**src/rtl/dp_pkg.sv**
```systemverilog
// Shared encodings and helpers for the multi-cycle datapath.
// Holds the ALU, branch and write-back codes, the FSM state type and immediate sign extension.
package dp_pkg;

    localparam logic [4:0] ALU_PASS = 5'd0;
    localparam logic [4:0] ALU_ADD  = 5'd1;
    localparam logic [4:0] ALU_SUB  = 5'd2;
    localparam logic [4:0] ALU_MUL  = 5'd3;
    localparam logic [4:0] ALU_DIV  = 5'd4;
    localparam logic [4:0] ALU_MOD  = 5'd5;
    localparam logic [4:0] ALU_OR   = 5'd6;
    localparam logic [4:0] ALU_AND  = 5'd7;
    localparam logic [4:0] ALU_XOR  = 5'd8;
    localparam logic [4:0] ALU_NOT  = 5'd9;
    localparam logic [4:0] ALU_SHR1 = 5'd10;
    localparam logic [4:0] ALU_SHL1 = 5'd11;

    localparam logic [2:0] PC_NEXT   = 3'd0;
    localparam logic [2:0] PC_EQ     = 3'd1;
    localparam logic [2:0] PC_LT     = 3'd2;
    localparam logic [2:0] PC_GT     = 3'd3;
    localparam logic [2:0] PC_NE     = 3'd4;
    localparam logic [2:0] PC_LE     = 3'd5;
    localparam logic [2:0] PC_GE     = 3'd6;
    localparam logic [2:0] PC_ALWAYS = 3'd7;

    localparam logic [1:0] WB_ALU  = 2'd0;
    localparam logic [1:0] WB_NUM2 = 2'd1;
    localparam logic [1:0] WB_LINK = 2'd2;
    localparam logic [1:0] WB_RSVD = 2'd3;

    typedef enum logic [1:0] {
        ST_IDLE = 2'd0,
        ST_RD1  = 2'd1,
        ST_RD2  = 2'd2,
        ST_EXEC = 2'd3
    } state_t;

    // Replicates bit from_w-1 into every higher bit of a 64-bit container.
    function automatic logic [63:0] sign_extend(input logic [63:0] value, input int unsigned from_w);
        logic [63:0] r;
        r = value;
        for (int i = 0; i < 64; i++) begin
            if (i >= from_w) r[i] = value[from_w-1];
        end
        return r;
    endfunction

endpackage

```
**src/rtl/dp_alu.sv**
```systemverilog
// Combinational ALU for the multi-cycle datapath.
// Divide/modulo are unsigned; a zero divisor or an unknown opcode yields all-ones.
module dp_alu
    import dp_pkg::*;
#(
    parameter int WIDTH = 32
) (
    input  logic [4:0]       alucode,
    input  logic [WIDTH-1:0] a,
    input  logic [WIDTH-1:0] b,
    output logic [WIDTH-1:0] y,
    output logic             div0
);

    always_comb begin
        y    = '1;
        div0 = 1'b0;
        case (alucode)
            ALU_PASS: y = a;
            ALU_ADD:  y = a + b;
            ALU_SUB:  y = a - b;
            ALU_MUL:  y = a * b;
            ALU_DIV: begin
                if (b == '0) div0 = 1'b1;
                else         y = a / b;
            end
            ALU_MOD: begin
                if (b == '0) div0 = 1'b1;
                else         y = a % b;
            end
            ALU_OR:   y = a | b;
            ALU_AND:  y = a & b;
            ALU_XOR:  y = a ^ b;
            ALU_NOT:  y = ~a;
            ALU_SHR1: y = a >> 1;
            ALU_SHL1: y = a << 1;
            default:  y = '1;
        endcase
    end

endmodule

```
**src/rtl/dp_mc_datapath.sv**
```systemverilog
// Multi-cycle datapath: register file, ALU, PC/branch unit and a req/ack memory-operand path.
// One decoded instruction is accepted in IDLE, optional operand reads follow, and EXEC commits.
module dp_mc_datapath
    import dp_pkg::*;
#(
    parameter int WIDTH  = 32,
    parameter int NREGS  = 8,
    parameter int IMM_W  = 21,
    parameter int ADDR_W = 10
) (
    input  logic                       clock,
    input  logic                       reset_n,
    input  logic                       instr_valid,
    output logic                       instr_ready,
    input  logic [4:0]                 alucode,
    input  logic [$clog2(NREGS)-1:0]   rd,
    input  logic [$clog2(NREGS)-1:0]   rs,
    input  logic [$clog2(NREGS)-1:0]   rt,
    input  logic [IMM_W-1:0]           imm,
    input  logic                       imm_sel,
    input  logic                       mem_src1,
    input  logic                       mem_src2,
    input  logic                       reg_we,
    input  logic [1:0]                 wb_sel,
    input  logic [2:0]                 pc_ctrl,
    output logic                       mem_req,
    output logic [ADDR_W-1:0]          mem_addr,
    input  logic [WIDTH-1:0]           mem_rdata,
    input  logic                       mem_ack,
    output logic [WIDTH-1:0]           pc,
    output logic [WIDTH-1:0]           result,
    output logic                       busy,
    output logic                       err_div0
);

    localparam int RA_W = $clog2(NREGS);

    state_t             state_reg;
    logic [WIDTH-1:0]   regs [NREGS];
    logic [WIDTH-1:0]   pc_reg, result_reg, op1_reg, op2_reg;
    logic               err_div0_reg;

    logic [4:0]         alucode_reg;
    logic [RA_W-1:0]    rd_reg, rs_reg, rt_reg;
    logic [IMM_W-1:0]   imm_reg;
    logic               imm_sel_reg, mem_src1_reg, mem_src2_reg, reg_we_reg;
    logic [1:0]         wb_sel_reg;
    logic [2:0]         pc_ctrl_reg;

    logic [WIDTH-1:0]   rs_val, rt_val, imm_ext, num1, num2, alu_y, wb_value, pc_plus1;
    logic               alu_div0, taken, need_rd2;

    assign rs_val   = regs[rs_reg];
    assign rt_val   = regs[rt_reg];
    assign imm_ext  = WIDTH'(sign_extend(64'(imm_reg), IMM_W));
    assign num1     = mem_src1_reg ? op1_reg : rs_val;
    assign num2     = imm_sel_reg ? imm_ext : (mem_src2_reg ? op2_reg : rt_val);
    assign pc_plus1 = pc_reg + WIDTH'(1);
    assign need_rd2 = mem_src2_reg & ~imm_sel_reg;

    dp_alu #(.WIDTH(WIDTH)) u_alu (
        .alucode (alucode_reg),
        .a       (num1),
        .b       (num2),
        .y       (alu_y),
        .div0    (alu_div0)
    );

    always_comb begin
        taken = 1'b0;
        case (pc_ctrl_reg)
            PC_NEXT:   taken = 1'b0;
            PC_EQ:     taken = (num1 == num2);
            PC_LT:     taken = (num1 <  num2);
            PC_GT:     taken = (num1 >  num2);
            PC_NE:     taken = (num1 != num2);
            PC_LE:     taken = (num1 <= num2);
            PC_GE:     taken = (num1 >= num2);
            PC_ALWAYS: taken = 1'b1;
            default:   taken = 1'b0;
        endcase
    end

    always_comb begin
        wb_value = '1;
        case (wb_sel_reg)
            WB_ALU:  wb_value = alu_y;
            WB_NUM2: wb_value = num2;
            WB_LINK: wb_value = pc_plus1;
            WB_RSVD: wb_value = '1;
            default: wb_value = '1;
        endcase
    end

    // Operand address comes straight from the (frozen) register file, so it stays stable until ack.
    assign mem_req     = (state_reg == ST_RD1) || (state_reg == ST_RD2);
    assign mem_addr    = (state_reg == ST_RD2) ? rt_val[ADDR_W-1:0] : rs_val[ADDR_W-1:0];
    assign instr_ready = (state_reg == ST_IDLE);
    assign busy        = ~instr_ready;
    assign pc          = pc_reg;
    assign result      = result_reg;
    assign err_div0    = err_div0_reg;

    always_ff @(posedge clock or negedge reset_n) begin
        if (!reset_n) begin
            state_reg    <= ST_IDLE;
            pc_reg       <= '0;
            result_reg   <= '0;
            op1_reg      <= '0;
            op2_reg      <= '0;
            err_div0_reg <= 1'b0;
            alucode_reg  <= '0;
            rd_reg       <= '0;
            rs_reg       <= '0;
            rt_reg       <= '0;
            imm_reg      <= '0;
            imm_sel_reg  <= 1'b0;
            mem_src1_reg <= 1'b0;
            mem_src2_reg <= 1'b0;
            reg_we_reg   <= 1'b0;
            wb_sel_reg   <= '0;
            pc_ctrl_reg  <= '0;
            for (int i = 0; i < NREGS; i++) regs[i] <= '0;
        end else begin
            case (state_reg)
                ST_IDLE: begin
                    if (instr_valid) begin
                        alucode_reg  <= alucode;
                        rd_reg       <= rd;
                        rs_reg       <= rs;
                        rt_reg       <= rt;
                        imm_reg      <= imm;
                        imm_sel_reg  <= imm_sel;
                        mem_src1_reg <= mem_src1;
                        mem_src2_reg <= mem_src2;
                        reg_we_reg   <= reg_we;
                        wb_sel_reg   <= wb_sel;
                        pc_ctrl_reg  <= pc_ctrl;
                        if (mem_src1)                 state_reg <= ST_RD1;
                        else if (mem_src2 && !imm_sel) state_reg <= ST_RD2;
                        else                          state_reg <= ST_EXEC;
                    end
                end
                ST_RD1: begin
                    if (mem_ack) begin
                        op1_reg   <= mem_rdata;
                        state_reg <= need_rd2 ? ST_RD2 : ST_EXEC;
                    end
                end
                ST_RD2: begin
                    if (mem_ack) begin
                        op2_reg   <= mem_rdata;
                        state_reg <= ST_EXEC;
                    end
                end
                ST_EXEC: begin
                    // rt_val is read before this edge's write, so rd==rt still branches on the old value.
                    if (reg_we_reg) regs[rd_reg] <= wb_value;
                    result_reg <= alu_y;
                    pc_reg     <= taken ? (pc_reg + rt_val) : pc_plus1;
                    if (alu_div0) err_div0_reg <= 1'b1;
                    state_reg  <= ST_IDLE;
                end
                default: state_reg <= ST_IDLE;
            endcase
        end
    end

endmodule
```
**config.mk**
```make
export PLATFORM = sky130hd
export DESIGN_NAME = dp_mc_datapath
export DESIGN_NICKNAME = d
export VERILOG_FILES = /design/src/rtl/dp_pkg.sv /design/src/rtl/dp_alu.sv /design/src/rtl/dp_mc_datapath.sv
export SDC_FILE = /design/constraint.sdc
export NUM_CORES = 2
export LEC_CHECK = 0
export ABC_AREA = 1
export CAP_MARGIN = 10
export CORE_ASPECT_RATIO = 0.7
export CORE_UTILIZATION = 65
export DETAILED_ROUTE_END_ITERATION = 6
export DONT_BUFFER_PORTS = 1
export HOLD_SLACK_MARGIN = 0.05
export PLACE_DENSITY_LB_ADDON = 0.08
export SLEW_MARGIN = 40
export SYNTH_ARGS = -nofsm -noshare
export SYNTH_HDL_FRONTEND = slang
export SYNTH_SLANG_ARGS = --single-unit
```
**constraint.sdc**
```tcl
create_clock -name clock -period 132 [get_ports clock]
set_input_delay 19.8 -clock clock [delete_from_list [all_inputs] [get_ports clock]]
set_output_delay 19.8 -clock clock [all_outputs]
set_load 0.03 [all_outputs]
```
Yosys cells after proc, flatten, opt, wreduce, memory -nomap -nowiden. Index checks and enable logic that the tools add are counted.

Bits in registers: 431. Input bits: 80.

$add $sub $neg: 4. Multiply operators: 1. Div/mod/pow operators: 2. Order comparisons: 8. Eq/ne operators: 29. Mux-type cells: 28. Bitwise operators: 10. Reduce and logical (&&, ||, !) cells: 16.

Operators by type and width (count): $pmux 32 s12 (1); $mux 32 (11); $bwmux 256 (1); $bmux 32 s3 (2); $pmux 32 s4 (1); $demux 32 s3 (1); $add 32x32->32 (2); $add 32x1->32 const B (1); $and 32x32->32 (1); $div 32x32->32 (1); $eq 32x32->1 (1); $ge 32x32->1 (1); $gt 32x32->1 (1); $le 32x32->1 (1); $logic_not 32->1 (1); $lt 32x32->1 (1); $mod 32x32->32 (1); $mul 32x32->32 (1); $ne 32x32->1 (1); $not 32->32 (1); $or 32x32->32 (1); $sub 32x32->32 (1); $xor 32x32->32 (1); $eq 5x3->1 const B (4); 28 further kinds (59).

Longest topological paths before layout.
Word-level depth: 11. Mapped depth: 763. Gate-level depth less buffers: 747.

Cells and area by module. From an unflattened synthesis, not the netlist that was laid out.

Cell total of the unflattened synthesis: 11899. Area, all modules: 78559.1 um^2.

By module, submodules not included: dp_alu (instances 1, cells an instance 8210, area an instance 52059.9 um^2, sequential area each 0.0 um^2); dp_mc_datapath (instances 1, cells an instance 3689, area an instance 26499.2 um^2, sequential area each 10785.3 um^2).

Least setup slack after synthesis. No wires, ideal clock.

Path kind: reg2reg. Start point: register rt_reg[0]. End point: register regs[95] (netlist name). Data arrival time: 83115 ps. Slack: 48772 ps. Cell stages (with the launch flop): 736. Path buffers: 23. Clock period less this slack: 83228 ps. Path through: dfrtp_1 > buf_6 > clkinv_2 > buf_2 > buf_4 > buf_6 > buf_4 > o21ai_0 > a221oi_1 > a31oi_1 > nand2_1 > nand2_1 > buf_1 > inv_1 > ha_1 > inv_1 > nor2_1 > nand2_1 > (+700 left out) > a21oi_1 > o21ai_0 > a21oi_1 > inv_1 > a21oi_1 > o21bai_1 > a21o_1 > a21oi_1 > o31ai_1 > xor2_1 > o21ai_0 > inv_1 > nand2_1 > nand2_1 > nand2_2 > nand3_1 > nand2_1 > inv_1.

Word-level cells in the longest chain between the ends: 11.

RTL lines: start: declaration (RTL line dp_mc_datapath.sv:44) `logic [RA_W-1:0] rd_reg, rs_reg, rt_reg;`; start signal: assignment (RTL line dp_mc_datapath.sv:131) `rt_reg <= rt;`; $not 3->4 (implied by the code) (*) (RTL line dp_mc_datapath.sv:54) `assign rt_val = regs[rt_reg];`; $bmux 32 s3 (*) (RTL line dp_mc_datapath.sv:54); $mux 32 (implied by the code) (*) (2 in a row) (RTL line dp_mc_datapath.sv:54); $mux 32 (*) (2 in a row) (RTL line dp_mc_datapath.sv:57) `assign num2 = imm_sel_reg ? imm_ext : (mem_src2_reg ? op2_reg : rt_val);`; $mod 32x32->32, or another cell as far along (RTL line dp_alu.sv:29) `else y = a % b;`; $mux 32, on equally long branches (RTL line dp_alu.sv:28, dp_alu.sv:24); $pmux 32 s12 (RTL line dp_alu.sv:18) `case (alucode)`; $pmux 32 s4 (*) (RTL line dp_mc_datapath.sv:86) `case (wb_sel_reg)`; $bwmux 256 (*) (RTL line dp_mc_datapath.sv:158) `if (reg_we_reg) regs[rd_reg] <= wb_value;`; end signal: indexed assignment (RTL line dp_mc_datapath.sv:158); end: declaration (RTL line dp_mc_datapath.sv:39) `logic [WIDTH-1:0] regs [NREGS];`.

Every way passes the cells marked *; elsewhere a longest branch is shown, timed or not. The select of a mux whose other input is x is not followed. A chain may end at the register's enable or synchronous reset.

==> results.cfg <==
[outcome]
status = finished, violations left
violations = design-rule violations

[yosys]
yosys.area.top_type = sky130_fd_sc_hd__nand2_1
synth-async-reset-ratio_pct = 100.0
synth.net_count = 12660
postSynthCellCount = 11380
area_fraction_in_and_or_nand_and_nor_cells_after_synthesis_pct = 27.10
synth.mux.area_fraction_pct = 0.4063
yosysSeqAreaShare_pct = 14.53
ys_seq_elements = 431
synthTopCellsByArea = sky130_fd_sc_hd__nand2_1, sky130_fd_sc_hd__dfrtp_1, sky130_fd_sc_hd__ha_1
ys_dominant_reg_cell = sky130_fd_sc_hd__dfrtp_1
yosys.cell_count.top_type = sky130_fd_sc_hd__nand2_1
synth_top_family_by_area = simple AND/OR/NAND/NOR gates
synth_area_per_cell_um2 = 6.521
netlist-cell-type-count = 79
synth_warnings = 0
netlist_area_um2 = 74210
adder_cell_share_of_the_synthesized_area_pct = 24.42
synth-compound-area-share_pct = 15.48
edff_count_synth = 0
post_synth_xor_area_fraction_pct = 5.075
synth_commonest_cells = sky130_fd_sc_hd__nand2_1, sky130_fd_sc_hd__inv_1, sky130_fd_sc_hd__ha_1, sky130_fd_sc_hd__a21oi_1, sky130_fd_sc_hd__nand3_1
synth_top_area_share_pct = 16.86

[clocking]
cts-hold-fix-buffers = 0
cts_root_buffer = sky130_fd_sc_hd__clkbuf_16
cts_resized = 0
clock_sink_count = 431
worstSkewPairLatency_ns = 0.62
clock_tree_from_tritoncts = built
cts_max_level = 2
cts.clk_slew.worst_paths_ns = 0.07
clock_path_buffers = 3
cts_inserted_buffers = 39
post_cts_repair_timing_setup_buffer_count = 0

[timing]
tightestPinTransition_ns = 0.9819
final-hold-violation-count = 0
final_period_minus_worst_setup_slack_ns = 106.65
fin_crit_sh_pct = 80.80
fin_skew_ns = 0.04444
peak_clock_frequency_supported_by_timing_mhz = 9.376
final.setup.tns_ns = 0
unrepaired_setup_endpoints_after_global_routing = false
timing.final.max_slew_violations = 0
max-slew-margin-rel_pct = 34.47
setup_viol = 0

[grt]
global_route.usage.met2_pct = 64.86
busiest_layer = met1
wire_length_of_the_first_global_routing_pass_mm = 440.0
first_global_vias = 73400
grt.met1_usage_pct = 67.61
largest_net_degree_at_the_start_of_global_routing = 432
grt_antenna_before_repair = 15
use_met3_pct = 23.69
global_route.usage.total_pct = 49.97
globalRoute.totalOverflow = 0

[cells_and_area]
final_layout_size_suffix_gt1_share_pct = 5.064
registers.top_by_ff_count = regs
synthToLayoutAreaGrowth_pct = 3.596
post-route-util_pct = 68.02
fill_cell_total_of_the_finished_layout = 9869
largest_register_ffs = 256
area_of_the_multi_input_gates_um2 = 53960
postLayoutCellArea_um2 = 76880
final_cells = 12690
register_area_um2 = 10800
nNetsFinal = 12410

[placed_design]
gpl.final_weighted_congestion = 1.078
estimated_wirelength_of_the_detail_placed_design_mm = 224.9
port_buffers = 0
placed_insts = 12610
post_dp_cell_area_um2 = 75340

[setup_path]
worstPathMaxFanout = 49
crit_slowest_cell = sky130_fd_sc_hd__dfrtp_4
r2r_end = regs[93]
critical_path.endpoint_type = flip-flop
path_common_cell = sky130_fd_sc_hd__nand2_1
rr_worst_depth = 729
worstSetupStartpointType = flip-flop
arrival_time_at_the_worst_endpoint_ns = 107.19
r2r_slack_ns = 25.35
critical_path.reg2reg.startpoint = rt_reg[0]
timing_worst_setup_path_type = reg -> reg
critical-path-max-stage-delay_ns = 0.82
cp.required_ns = 132.54

[route]
remaining_drc_errors = 39
post_drt_via_cell_ratio = 6.244
first_iter_violations = 11380
route.detailed.wl_per_inst_um = 23.31
via_count = 79250
detail_route.wirelength_mm = 295.9
first_pass_iters = 7
drt.antenna.violating_nets = 0

[run]
cap_violations = 0

[worst_hold_path]
min_delay_worst_endpoint = regs[30]
number_of_stages_on_the_worst_hold_path = 2
worstHoldStart = regs[30]
timing.hold.worst.class = reg -> reg

[floorplan]
chipHeight_um = 284.7
initial_core_util_pct = 65.66
die_x_extent_um = 405.9
io_pins = 158
die_area_um2 = 115500
design.core.area_um2 = 113000
num_rows = 103
-- logic make-up after synthesis --
family	count (synthesis)
simple gates	4873
flops	431
buf+inv	2450
mux	27
compound gates	1968
xor+xnor	430
fa+ha+maj	1201
-- cells in the final DEF, fill, tap and decap left out, types with 157 or more instances in the layout --
cell / n
sky130_fd_sc_hd__nor2_1: 547
sky130_fd_sc_hd__fa_1: 412
sky130_fd_sc_hd__inv_1: 1938
sky130_fd_sc_hd__ha_1: 787
sky130_fd_sc_hd__nand2_1: 3328
sky130_fd_sc_hd__xor2_1: 273
sky130_fd_sc_hd__xnor2_1: 157
sky130_fd_sc_hd__o21ai_0: 507
sky130_fd_sc_hd__nand3_1: 567
sky130_fd_sc_hd__dfrtp_1: 426
sky130_fd_sc_hd__a21oi_1: 736
-- metrics by stage --
step / hold WS, ns / setup WS (ns)
floorplan: 0.4489 / 48.77
CTS: 0.4845 / 27.56
global route: 0.4968 / 14.05
finish: 0.4858 / 25.35
global placement: 0.4620 / 32.58
detailed placement: 0.4650 / 27.85
-- routing by layer --
| metal | up-vias | share of wire [%] |
|---|---|---|
| met1 | 36510 | 38 |
| met3 | 1198 | 18 |
| met4 | 16 | 6.6 |
| li1 | 35600 | - |
| met5 | - | 0.14 |
| met2 | 5930 | 37 |
-- critical path, delay by kind of cell, from the launching register on --
family	cells	cell delay, ns
DFF	1	0.82
xor gates and xnor gates	1	0.15
AOI/OAI and AO/OA	296	55.75
and+or+nand+nor	440	45.51
buffers and inverters	144	19.26
adders and majority gates	38	12.22
-- layout make-up --
cell class | count | share of cell area [%]
inverter | 1998 | 9.770
antenna | 12 | 0.03906
sequential | 431 | 14.04
clock buffer | 50 | 1.429
multi-input combinational | 8499 | 70.19
clock inverter | 21 | 0.3939
tap | 1522 | 2.477
timing repair buffer | 159 | 1.657
-- how the worst max path moves through the flow --
| stage | start | endpoint | slack, ns | depth (start not counted) |
|---|---|---|---|---|
| CTS | rt_reg[0] | regs[93] | 27.56 | 923 |
| detailed placement | rt_reg[0] | regs[93] | 27.85 | 726 |
| finish | rt_reg[0] | regs[93] | 25.35 | 919 |
| floorplan | rt_reg[0] | regs[95] | 48.77 | 1173 |
| global route | rt_reg[0] | regs[221] | 14.05 | 919 |
| global placement | rt_reg[0] | regs[61] | 32.58 | 722 |
Power is left out: the tool's default activity adds up to more than one toggle a clock period on the data nets, which glitch-free logic cannot reach.
